### src/rtl/uart_core_fifo.sv
// uart_core_fifo: full-duplex UART with oversampled RX, RX FIFO and per-word parity/framing flags.
// Define UART_LOOPBACK_EN to add a loopback input that routes tx into the RX synchroniser.
module uart_core_fifo #(
   parameter int DATA_MAX   = 8,
   parameter int OVS        = 16,
   parameter int DIV_W      = 17,
   parameter int FIFO_DEPTH = 4
) (
   input  logic                clk,
   input  logic                rst,
   input  logic [DIV_W-1:0]    baud_div,
   input  logic [3:0]          data_len,
   input  logic                parity_en,
   input  logic                parity_type,
   input  logic                stop2,
   output logic                cfg_err,
   input  logic                tx_valid,
   input  logic [DATA_MAX-1:0] tx_data,
   output logic                tx_ready,
   output logic                tx_busy,
   output logic                tx,
   input  logic                rx,
`ifdef UART_LOOPBACK_EN
   input  logic                loopback,
`endif
   output logic                rx_valid,
   output logic [DATA_MAX-1:0] rx_data,
   output logic                rx_perr,
   output logic                rx_ferr,
   input  logic                rx_ready,
   output logic                rx_ovf
);
   localparam int OW = $clog2(OVS);
   localparam int AW = $clog2(FIFO_DEPTH);
   localparam int CW = AW + 1;
   localparam logic [OW-1:0] OVS_END  = OW'(OVS - 1);
   localparam logic [OW-1:0] HALF_END = OW'(OVS / 2 - 1);

   typedef enum logic [2:0] {T_IDLE, T_START, T_DATA, T_PAR, T_STOP1, T_STOP2} tx_state_t;
   typedef enum logic [2:0] {R_IDLE, R_START, R_DATA, R_PAR, R_STOP1, R_STOP2, R_PUSH} rx_state_t;

   tx_state_t           ts_q, ts_d;
   logic [DIV_W-1:0]    tdiv_q, tdiv_d, tpre_q, tpre_d;
   logic [OW-1:0]       tovs_q, tovs_d;
   logic [3:0]          tbit_q, tbit_d, tlen_q, tlen_d;
   logic [DATA_MAX-1:0] tsh_q, tsh_d, msk;
   logic                tpen_q, tpen_d, tst2_q, tst2_d, tpar_q, tpar_d, tx_q, tx_d;
   logic                ttick, tend, accept;

   rx_state_t           rs_q, rs_d;
   logic [DIV_W-1:0]    rdiv_q, rdiv_d, rpre_q, rpre_d;
   logic [OW-1:0]       rovs_q, rovs_d;
   logic [3:0]          rbit_q, rbit_d, rlen_q, rlen_d;
   logic [DATA_MAX-1:0] rsh_q, rsh_d;
   logic                rpen_q, rpen_d, rpt_q, rpt_d, rst2_q, rst2_d;
   logic                rperr_q, rperr_d, rferr_q, rferr_d;
   logic                s1_q, s2_q, rin, rtick, rend, rhalf, push;

   logic [DATA_MAX+1:0] mem_q [FIFO_DEPTH];
   logic [AW-1:0]       wp_q, rp_q;
   logic [CW-1:0]       cnt_q;
   logic                pop, full, wr, ovf_q;

   assign cfg_err  = (data_len < 4'd5) || (32'(data_len) > 32'(DATA_MAX));
   assign tx_ready = (ts_q == T_IDLE) && !cfg_err;
   assign tx_busy  = ts_q != T_IDLE;
   assign tx       = tx_q;
   assign accept   = tx_valid && tx_ready;
   assign ttick    = tpre_q == tdiv_q;
   assign tend     = ttick && (tovs_q == OVS_END);

   always_comb
      for (int i = 0; i < DATA_MAX; i++) msk[i] = i < int'(data_len);

   always_comb begin
      ts_d   = ts_q;
      tdiv_d = tdiv_q;
      tlen_d = tlen_q;
      tpen_d = tpen_q;
      tst2_d = tst2_q;
      tpar_d = tpar_q;
      tbit_d = tbit_q;
      tsh_d  = tsh_q;
      tpre_d = ttick ? '0 : tpre_q + DIV_W'(1);
      tovs_d = tend ? '0 : tovs_q + OW'(ttick);
      if (ts_q == T_IDLE) begin
         tpre_d = '0;
         tovs_d = '0;
         if (accept) begin
            ts_d   = T_START;
            tdiv_d = baud_div;
            tlen_d = data_len;
            tpen_d = parity_en;
            tst2_d = stop2;
            tpar_d = (^(tx_data & msk)) ^ parity_type;
            tsh_d  = tx_data;
            tbit_d = '0;
         end
      end else if (tend) begin
         case (ts_q)
            T_START: ts_d = T_DATA;
            T_DATA: begin
               tsh_d  = tsh_q >> 1;
               tbit_d = tbit_q + 4'd1;
               if (tbit_q == tlen_q - 4'd1) ts_d = tpen_q ? T_PAR : T_STOP1;
            end
            T_PAR:   ts_d = T_STOP1;
            T_STOP1: ts_d = tst2_q ? T_STOP2 : T_IDLE;
            default: ts_d = T_IDLE;
         endcase
      end
      // tx is registered from the next state so it changes on the same edge as the FSM
      tx_d = (ts_d == T_START) ? 1'b0 : (ts_d == T_DATA) ? tsh_d[0] : (ts_d == T_PAR) ? tpar_d : 1'b1;
   end

   always_ff @(posedge clk or posedge rst) begin
      if (rst) begin
         ts_q   <= T_IDLE;
         tdiv_q <= '0;
         tpre_q <= '0;
         tovs_q <= '0;
         tbit_q <= '0;
         tlen_q <= '0;
         tsh_q  <= '0;
         tpen_q <= 1'b0;
         tst2_q <= 1'b0;
         tpar_q <= 1'b0;
         tx_q   <= 1'b1;
      end else begin
         ts_q   <= ts_d;
         tdiv_q <= tdiv_d;
         tpre_q <= tpre_d;
         tovs_q <= tovs_d;
         tbit_q <= tbit_d;
         tlen_q <= tlen_d;
         tsh_q  <= tsh_d;
         tpen_q <= tpen_d;
         tst2_q <= tst2_d;
         tpar_q <= tpar_d;
         tx_q   <= tx_d;
      end
   end

`ifdef UART_LOOPBACK_EN
   assign rin = loopback ? tx_q : rx;
`else
   assign rin = rx;
`endif

   assign rtick = rpre_q == rdiv_q;
   assign rend  = rtick && (rovs_q == OVS_END);
   assign rhalf = rtick && (rovs_q == HALF_END);
   assign push  = rs_q == R_PUSH;

   always_comb begin
      rs_d    = rs_q;
      rdiv_d  = rdiv_q;
      rlen_d  = rlen_q;
      rpen_d  = rpen_q;
      rpt_d   = rpt_q;
      rst2_d  = rst2_q;
      rbit_d  = rbit_q;
      rsh_d   = rsh_q;
      rperr_d = rperr_q;
      rferr_d = rferr_q;
      rpre_d  = rtick ? '0 : rpre_q + DIV_W'(1);
      rovs_d  = rend ? '0 : rovs_q + OW'(rtick);
      case (rs_q)
         R_IDLE: begin
            rpre_d = '0;
            rovs_d = '0;
            if (!s2_q) begin
               rs_d    = R_START;
               rdiv_d  = baud_div;
               rlen_d  = data_len;
               rpen_d  = parity_en;
               rpt_d   = parity_type;
               rst2_d  = stop2;
               rbit_d  = '0;
               rsh_d   = '0;
               rperr_d = 1'b0;
               rferr_d = 1'b0;
            end
         end
         R_START: if (rhalf) begin
            rovs_d = '0;
            rs_d   = s2_q ? R_IDLE : R_DATA;
         end
         R_DATA: if (rend) begin
            rsh_d  = rsh_q | (DATA_MAX'(s2_q) << rbit_q);
            rbit_d = rbit_q + 4'd1;
            if (rbit_q == rlen_q - 4'd1) rs_d = rpen_q ? R_PAR : R_STOP1;
         end
         R_PAR: if (rend) begin
            rperr_d = s2_q ^ (^rsh_q) ^ rpt_q;
            rs_d    = R_STOP1;
         end
         R_STOP1: if (rend) begin
            rferr_d = !s2_q;
            rs_d    = rst2_q ? R_STOP2 : R_PUSH;
         end
         R_STOP2: if (rend) begin
            rferr_d = rferr_q | !s2_q;
            rs_d    = R_PUSH;
         end
         default: rs_d = R_IDLE;
      endcase
   end

   always_ff @(posedge clk or posedge rst) begin
      if (rst) begin
         s1_q    <= 1'b1;
         s2_q    <= 1'b1;
         rs_q    <= R_IDLE;
         rdiv_q  <= '0;
         rpre_q  <= '0;
         rovs_q  <= '0;
         rbit_q  <= '0;
         rlen_q  <= '0;
         rsh_q   <= '0;
         rpen_q  <= 1'b0;
         rpt_q   <= 1'b0;
         rst2_q  <= 1'b0;
         rperr_q <= 1'b0;
         rferr_q <= 1'b0;
      end else begin
         s1_q    <= rin;
         s2_q    <= s1_q;
         rs_q    <= rs_d;
         rdiv_q  <= rdiv_d;
         rpre_q  <= rpre_d;
         rovs_q  <= rovs_d;
         rbit_q  <= rbit_d;
         rlen_q  <= rlen_d;
         rsh_q   <= rsh_d;
         rpen_q  <= rpen_d;
         rpt_q   <= rpt_d;
         rst2_q  <= rst2_d;
         rperr_q <= rperr_d;
         rferr_q <= rferr_d;
      end
   end

   assign pop      = rx_valid && rx_ready;
   assign full     = cnt_q == CW'(FIFO_DEPTH);
   assign wr       = push && (!full || pop);
   assign rx_valid = cnt_q != '0;
   assign rx_ovf   = ovf_q;
   assign {rx_ferr, rx_perr, rx_data} = rx_valid ? mem_q[rp_q] : '0;

   always_ff @(posedge clk)
      if (wr) mem_q[wp_q] <= {rferr_q, rperr_q, rsh_q};

   always_ff @(posedge clk or posedge rst) begin
      if (rst) begin
         wp_q  <= '0;
         rp_q  <= '0;
         cnt_q <= '0;
         ovf_q <= 1'b0;
      end else begin
         wp_q  <= wp_q + AW'(wr);
         rp_q  <= rp_q + AW'(pop);
         cnt_q <= cnt_q + CW'(wr) - CW'(pop);
         ovf_q <= push && full && !pop;
      end
   end
endmodule
### config.mk
export PLATFORM = sky130hd
export DESIGN_NAME = uart_core_fifo
export DESIGN_NICKNAME = d
export VERILOG_FILES = /design/src/rtl/uart_core_fifo.sv
export SDC_FILE = /design/constraint.sdc
export NUM_CORES = 1
export LEC_CHECK = 0
export ABC_AREA = 1
export BUFFER_PORTS_ARGS = -buffer_cell sky130_fd_sc_hd__buf_2
export CORE_MARGIN = 1.5
export CORE_UTILIZATION = 55
export CTS_CLUSTER_SIZE = 28
export DETAILED_ROUTE_END_ITERATION = 8
export PLACE_DENSITY = 0.73
export RECOVER_POWER = 25
export SLEW_MARGIN = 5
export SYNTH_ARGS = -nofsm -noshare
export SYNTH_HDL_FRONTEND = slang
export SYNTH_SLANG_ARGS = --single-unit
### constraint.sdc
create_clock -name clk -period 5.33 [get_ports clk]
set_input_delay 0.2665 -clock clk [delete_from_list [all_inputs] [get_ports clk]]
set_output_delay 0.2665 -clock clk [all_outputs]
set_load 0.005 [all_outputs]
==> impl_metrics.csv, run 1 <==
group,metric,value,unit
placed_design,placed_area,0.00931,mm^2
sta,hold_ws,0.0728,ns
global_route,track_usage,0.230,
power,ir_drop,0.243,mV
die,design.die.area,0.0169,mm^2
worst_hold_path,hold_end,"tsh_q[7]$_DFFE_PP0P_",
worst_setup_path,worstRegToRegCells,10,
cts,cts_max_level,4,
sta,timing.final.crit_share,0.526,
cts,cts_buffer_depth,2,
worst_hold_path,hold_path_class,"input pin to register",
yosys,netlist_top_cells_count,"nand2_1 (244), nor2_1 (144), dfrtp_1 (130)",
sta,clock_skew,0.00651,ns
cts,clk_latency,0.44,ns
yosys,ys_ff_latch,173,
final_layout,nets,1163,
die,die_h,130,um
yosys,syn_inst,1060,
yosys,synth_top_cell_by_area,"dfrtp_1",
worst_setup_path,critical_path_class,"input pin to async pin",
worst_setup_path,r2r_end,"cnt_q[2]$_DFF_PP0_",
yosys,yosysUniqueCellTypes,47,
power,seq_power_share,0.447,
worst_setup_path,worst_ep_arrival_time,3.34,ns
power,clkPwrFrac,0.381,
worst_setup_path,cp_num_buf_inv,3,
yosys,syn_area,0.00890,mm^2
routing,drt_wl_total,17.9,mm
global_route,antenna_found_initial,0,
final_layout,drive_gt1_frac,0.115,
routing,firstDrtPassIters,5,
worst_setup_path,cp-end-kind,"async pin",
die,die_x,130,um
global_route,grt_pass1_vias,6464,
die,rows,46,
cts,numCtsBuffers,17,
power,swShare,0.286,
routing,final_antenna_net_count,0,
power,p_leak,4.83,nW
sta,max_freq,357,MHz
routing,vias,6858,
cts,cts_root_buffer,"clkbuf_16",
yosys,async_reset_ff_frac,0.769,
worst_setup_path,critPathMaxStageDelay,2.16,ns
yosys,ys_warn_count,0,
sta,slew_viol_final,91,
global_route,grt_max_degree,91,
placed_design,io_buffers,52,
final_layout,antenna_cells,0,
worst_setup_path,critPathTopFamily,"buffers and inverters",
worst_setup_path,r2r_slack,2.73,ns
die,fp.coreArea,0.0158,mm^2
final_layout,fin_util,0.629,
sta,tns,0,ns
yosys,synth_ff_type,"dfrtp_1",
power,p_per_area,351,mW/mm^2
yosys,syn_nets,1112,
placed_design,gp_congestion,0.863,
global_route,grt_pass1_wl,30.4,mm
cts,path_clk_slew,0.06,ns
worst_setup_path,r2r_start,"cnt_q[1]$_DFF_PP0_",
sta,period_needed,2.80,ns
worst_setup_path,cp_max_fo,90,
worst_setup_path,cp-start-kind,"input pin",
sta,rsz0062_at_grt,"false",
worst_hold_path,min_path_cells,3,
yosys,synth_top_cell_area_share,0.366,
sta,slew_headroom,-1.60,
status,status,"finished, violations left",
yosys,avgSynthCellArea,8.39,um^2
worst_setup_path,path_cells,"buf_2, clkinvlp_2, buf_4",
cts,cts_sinks,173,
worst_hold_path,hp-start,"tx_data[7]",
sta,setup_viol,0,
placed_design,hpwl,12.7,mm
power,intPower,0.00249,W
flow_run,maxCapViolCount,1,
routing,viasPerCell,5.12,
routing,drt_iter0_drc,387,
routing,remaining_drc_errors,0,
routing,wl_per_cell,13.4,um
yosys,synth.top_cells.by_area,"dfrtp_1 (37%), edfxtp_1 (14%), nand2_1 (10%)",
final_layout,final_area,0.00995,mm^2
cts,cts_setup_buffers,0,
yosys,yosysSeqAreaShare,0.510,
yosys,synth_edf_count,40,
die,initial_core_util,0.562,
power,p_sw,0.000999,W
yosys,yosysMostFrequentCell,"nand2_1",
global_route,grt_overflow,0,
power,comb_power_share,0.172,
cts,cts_tree,"done",
sta,worst_pin_slew,3.89,ns
status,violations,"capacitance limit, slew limit",
worst_setup_path,critPathRequiredTime,5.86,ns
final_layout,area_growth,11.9,%
sta,hold_viol_final,0,
worst_setup_path,cpMaxStageDelayCell,"clkinvlp_2",
die,io_pins,53,
[repair_timing]
action | in CTS | in global routing
hold endpoints to repair | 1 | 0
resized for setup | 0 | 0
hold buffers | 1 | 0
[worst max path at each step]
stage,slack (ns),cells past startpoint,endpoint,startpoint
global route,1.78,3,rpre_q[5]$_DFF_PP0_,rst
finish,2.53,3,rpre_q[6]$_DFF_PP0_,rst
CTS,2.65,10,cnt_q[2]$_DFF_PP0_,cnt_q[1]$_DFF_PP0_
floorplan,1.51,1,cnt_q[0]$_DFF_PP0_,rst
global placement,2.84,10,cnt_q[1]$_DFF_PP0_,cnt_q[1]$_DFF_PP0_
detailed placement,2.67,10,cnt_q[2]$_DFF_PP0_,cnt_q[1]$_DFF_PP0_
[area by class of cell]
type                            instances  area [um^2]
Sequential cell                       173         4530
Tap cell                              216          270
Multi-Input combinational cell        723         3680
Timing Repair Buffer                   60          322
Fill cell                            1358         5880
Inverter                              136          512
Clock inverter                         14          205
Clock buffer                           18          429
[state kept, by name, indices dropped and copies added (netlist names), 4 cells and up]
name and flops:
rpre_q 17, tpre_q 17, rdiv_q 17, tovs_q 4, tlen_q 4, rlen_q 4, tbit_q 4, tsh_q 8
rbit_q 4, rsh_q 8, mem_q 40, tdiv_q 17, rovs_q 4
[metal layers]
metal,track usage,vias to the layer above,share of wire
li1,-,3517,-
met1,0.315,3190,0.47
met2,0.370,116,0.47
met3,0.0381,35,0.033
met4,0.0882,0,0.021
met5,0,-,0
[through the flow]
step | setup WS (ns) | instances | total power (W)
after floorplan | 1.51 | 1060 | 0.00200
after global placement | 2.84 | 1307 | 0.00216
after detailed placement | 2.67 | 1307 | 0.00218
after CTS | 2.65 | 1340 | 0.00352
after global routing | 1.78 | 1340 | 0.00369
final | 2.53 | 1340 | 0.00349
[power by group through the flow]
stage	registers [W]	clock network [W]	logic, W
2_1_floorplan	0.00153	0	0.000469
5_1_grt	0.00158	0.00140	0.000706
4_1_cts	0.00156	0.00135	0.000608
3_3_place_gp	0.00158	0	0.000580
6_report	0.00156	0.00133	0.000602
3_5_place_dp	0.00158	0	0.000601
[placed cells by master, fill, tap and decap left out, types with 4 or more instances in the layout]
master / synthesis / layout
nand3_1: 50 / 50
nor3_1: 29 / 29
buf_4: 0 / 7
xnor2_1: 26 / 26
nand2_1: 244 / 243
inv_2: 10 / 10
dfrtp_1: 130 / 130
nand2_2: 4 / 5
nor3b_1: 7 / 7
o21ai_0: 70 / 70
a21oi_1: 32 / 32
nand4_1: 11 / 11
clkbuf_16: 0 / 17
nor2_1: 144 / 144
edfxtp_1: 40 / 40
inv_1: 125 / 124
buf_2: 6 / 51
ha_1: 14 / 14
o21ai_1: 14 / 14
xor2_1: 31 / 31
inv_6: 0 / 5
o211ai_1: 6 / 6
nand3_2: 10 / 10
bufinv_16: 0 / 4
[worst min-delay path, delay by kind of cell]
| family | cells | cell delay [ns] |
|---|---|---|
| buffers and inverters | 1 | 0.09 |
| AOI/OAI and AO/OA | 1 | 0.07 |
| and+or+nand+nor | 1 | 0.04 |
[cell families after synthesis]
family                     count (synthesis)  synth area share
adders and majority gates                 15            0.0219
AOI/OAI and AO/OA                        135            0.0810
and+or+nand+nor                          516             0.254
DFF                                      173             0.510
xor gates and xnor gates                  57            0.0561
buffers and inverters                    164            0.0769
(Power assumes the default switching activity.)
==> run 2, diff against run 1 <==
--- a/config.mk
+++ b/config.mk
@@ -11,7 +11,7 @@
 export CORE_UTILIZATION = 55
 export CTS_CLUSTER_SIZE = 28
 export DETAILED_ROUTE_END_ITERATION = 8
-export PLACE_DENSITY = 0.73
+export PLACE_DENSITY = 0.76
 export RECOVER_POWER = 25
 export SLEW_MARGIN = 5
 export SYNTH_ARGS = -nofsm -noshare
==> constraint.sdc (replaced) <==
create_clock -name clk -period 2.5 [get_ports clk]
set_input_delay 0.125 -clock clk [delete_from_list [all_inputs] [get_ports clk]]
set_output_delay 0.125 -clock clk [all_outputs]
set_load 0.005 [all_outputs]
==> run 2 against run 1 <==
Compared with the run above: the flow finishes with violations (hold timing); final area grew 1.6%; critical path depth rose by 6; register-to-register slack worse by 2.4 ns; worst hold slack worse by 0.083 ns; sequential cell count unchanged; sequential share of layout area down 0.70 points; non-clock buffer count is 24 higher; largest cell class unchanged.
==> impl_metrics.csv, run 2 (synthesis results as in run 1) <==
group,metric,value,unit
sta,hold_ws,-0.0101,ns
routing,wl_per_cell,13.5,um
power,p_per_area,706,mW/mm^2
cts,clk_latency,0.43,ns
worst_setup_path,critical_path_class,"register to register",
sta,rsz0062_at_grt,"false",
final_layout,drive_gt1_frac,0.116,
routing,drt_wl_total,18.4,mm
final_layout,fillers,1297,
die,rows,46,
sta,timing.final.crit_share,0.855,
power,swShare,0.293,
die,io_pins,53,
worst_setup_path,worst_ep_arrival_time,2.50,ns
cts,numCtsBuffers,17,
final_layout,seq_area,0.00453,mm^2
die,design.die.area,0.0169,mm^2
sta,tns,0,ns
final_layout,nets,1187,
power,intPower,0.00504,W
die,initial_core_util,0.562,
power,p_sw,0.00209,W
final_layout,largest_reg_flops,40,
worst_setup_path,critPathRequiredTime,2.87,ns
global_route,antenna_found_initial,0,
cts,path_clk_slew,0.07,ns
die,die_x,130,um
sta,slew_viol_final,0,
final_layout,antenna_cells,0,
sta,clock_skew,0.00925,ns
cts,cts_tree,"done",
global_route,grt_max_degree,49,
cts,cts_root_buffer,"clkbuf_16",
power,comb_power_share,0.196,
routing,drt_iter0_drc,535,
routing,viasPerCell,5.13,
global_route,track_usage,0.235,
final_layout,final_common_cell,"nand2_1",
routing,final_antenna_net_count,0,
placed_design,gp_congestion,0.887,
routing,firstDrtPassIters,5,
status,status,"finished, violations left",
sta,period_needed,2.14,ns
status,violations,"hold timing",
final_layout,multi_input_area,0.00368,mm^2
cts,cts_max_level,4,
final_layout,final_cell_mix,"nand2_1 (243), nor2_1 (144), dfrtp_1 (130), inv_1 (124), o21ai_0 (70)",
flow_run,maxCapViolCount,0,
worst_hold_path,hold_path_class,"input pin to register",
cts,cts_buffer_depth,2,
die,die_h,130,um
worst_setup_path,cp_max_fo,13,
die,fp.coreArea,0.0158,mm^2
power,clkPwrFrac,0.348,
routing,vias,6998,
global_route,grt_pass1_wl,31.2,mm
sta,worst_pin_slew,0.918,ns
power,p_leak,4.91,nW
routing,remaining_drc_errors,0,
placed_design,hpwl,13.0,mm
sta,setup_viol,0,
worst_setup_path,cp-start-kind,"register",
sta,max_freq,468,MHz
power,ir_drop,0.531,mV
power,seq_power_share,0.456,
sta,hold_viol_final,2,
cts,cts_sinks,173,
cts,cts_setup_buffers,0,
final_layout,largest-register,"mem_q",
worst_setup_path,cp-end-kind,"register",
sta,slew_headroom,0.388,
final_layout,area_growth,13.6,%
placed_design,io_buffers,52,
final_layout,fin_util,0.639,
global_route,grt_overflow,0,
global_route,grt_pass1_vias,6666,
## run 2: cell count changes in the layout (fill, tap and decap cells not counted), moves of 2 or more
cell / change
bufinv_16: -3
clkbuf_2: +2
clkinv_1: +2
dlygate4sd3_1: +17
buf_4: +3
buf_12: +2
clkinv_2: +2
## run 2: final cells by class
type,instances,area share
Clock buffer,19,0.0428
Clock inverter,13,0.0114
Inverter,136,0.0506
Multi-Input combinational cell,723,0.364
Sequential cell,173,0.448
Tap cell,216,0.0267
Timing Repair Buffer,84,0.0558
## run 2: what timing repair did
item,in CTS,in global routing
gates resized for setup,0,0
hold endpoints to repair,103,1
hold buffers,17,1
## run 2: layer usage
metal  vias to the layer above  wire length [um]  global-route usage
li1                       3562                 -                   -
met1                      3279              8650               0.317
met2                       130              8890               0.384
met3                        27               544              0.0377
met4                         0               325              0.0902
met5                         -                 0                   0
## run 2: worst paths after layout
path | slack [ns] | cells after the start | start | to
hold reg to reg | 0.36 | 0 | s1_q$_DFF_PP1_ | s2_q$_DFF_PP1_
setup reg to reg | 0.36 | 9 | rpre_q[8]$_DFF_PP0_ | rsh_q[1]$_DFFE_PP0P_
min in group asynchronous | 0.27 | 3 | rst | tdiv_q[10]$_DFFE_PP0P_
max in group asynchronous | 0.97 | 4 | rst | rpre_q[9]$_DFF_PP0_
hold / removal | -0.01 | 3 | baud_div[2] | rdiv_q[2]$_DFFE_PP0P_
setup / recovery | 0.36 | 9 | rpre_q[8]$_DFF_PP0_ | rsh_q[1]$_DFFE_PP0P_
## run 2: power groups by stage
stage | Sequential [W] | Combinational, W | Clock (W)
after floorplan | 0.00326 | 0.00100 | 0
after global placement | 0.00329 | 0.00135 | 0
after detailed placement | 0.00330 | 0.00140 | 0
after CTS | 0.00325 | 0.00143 | 0.00251
after global routing | 0.00328 | 0.00165 | 0.00265
final | 0.00325 | 0.00140 | 0.00248
## run 2: metrics by stage
step | std cells | setup WS, ns | instance area (um^2) | total power (W)
floorplan | 1060 | 0.336 | 8900 | 0.00426
global placement | 1314 | 0.481 | 9410 | 0.00464
detailed placement | 1314 | 0.404 | 9410 | 0.00470
CTS | 1363 | 0.385 | 10100 | 0.00719
global route | 1364 | 0.109 | 10100 | 0.00758
finish | 1364 | 0.363 | 10100 | 0.00714
## run 2: worst max-delay path, stage by stage (launching register included)
cell     delay (ns)
dfrtp_1        0.44
xor2_1         0.16
nor2_1         0.09
nand2_1        0.05
nor3_1         0.25
and3_1         0.36
nand4_4        0.31
nand2_4        0.26
nand2_1        0.08
nand2_1        0.07
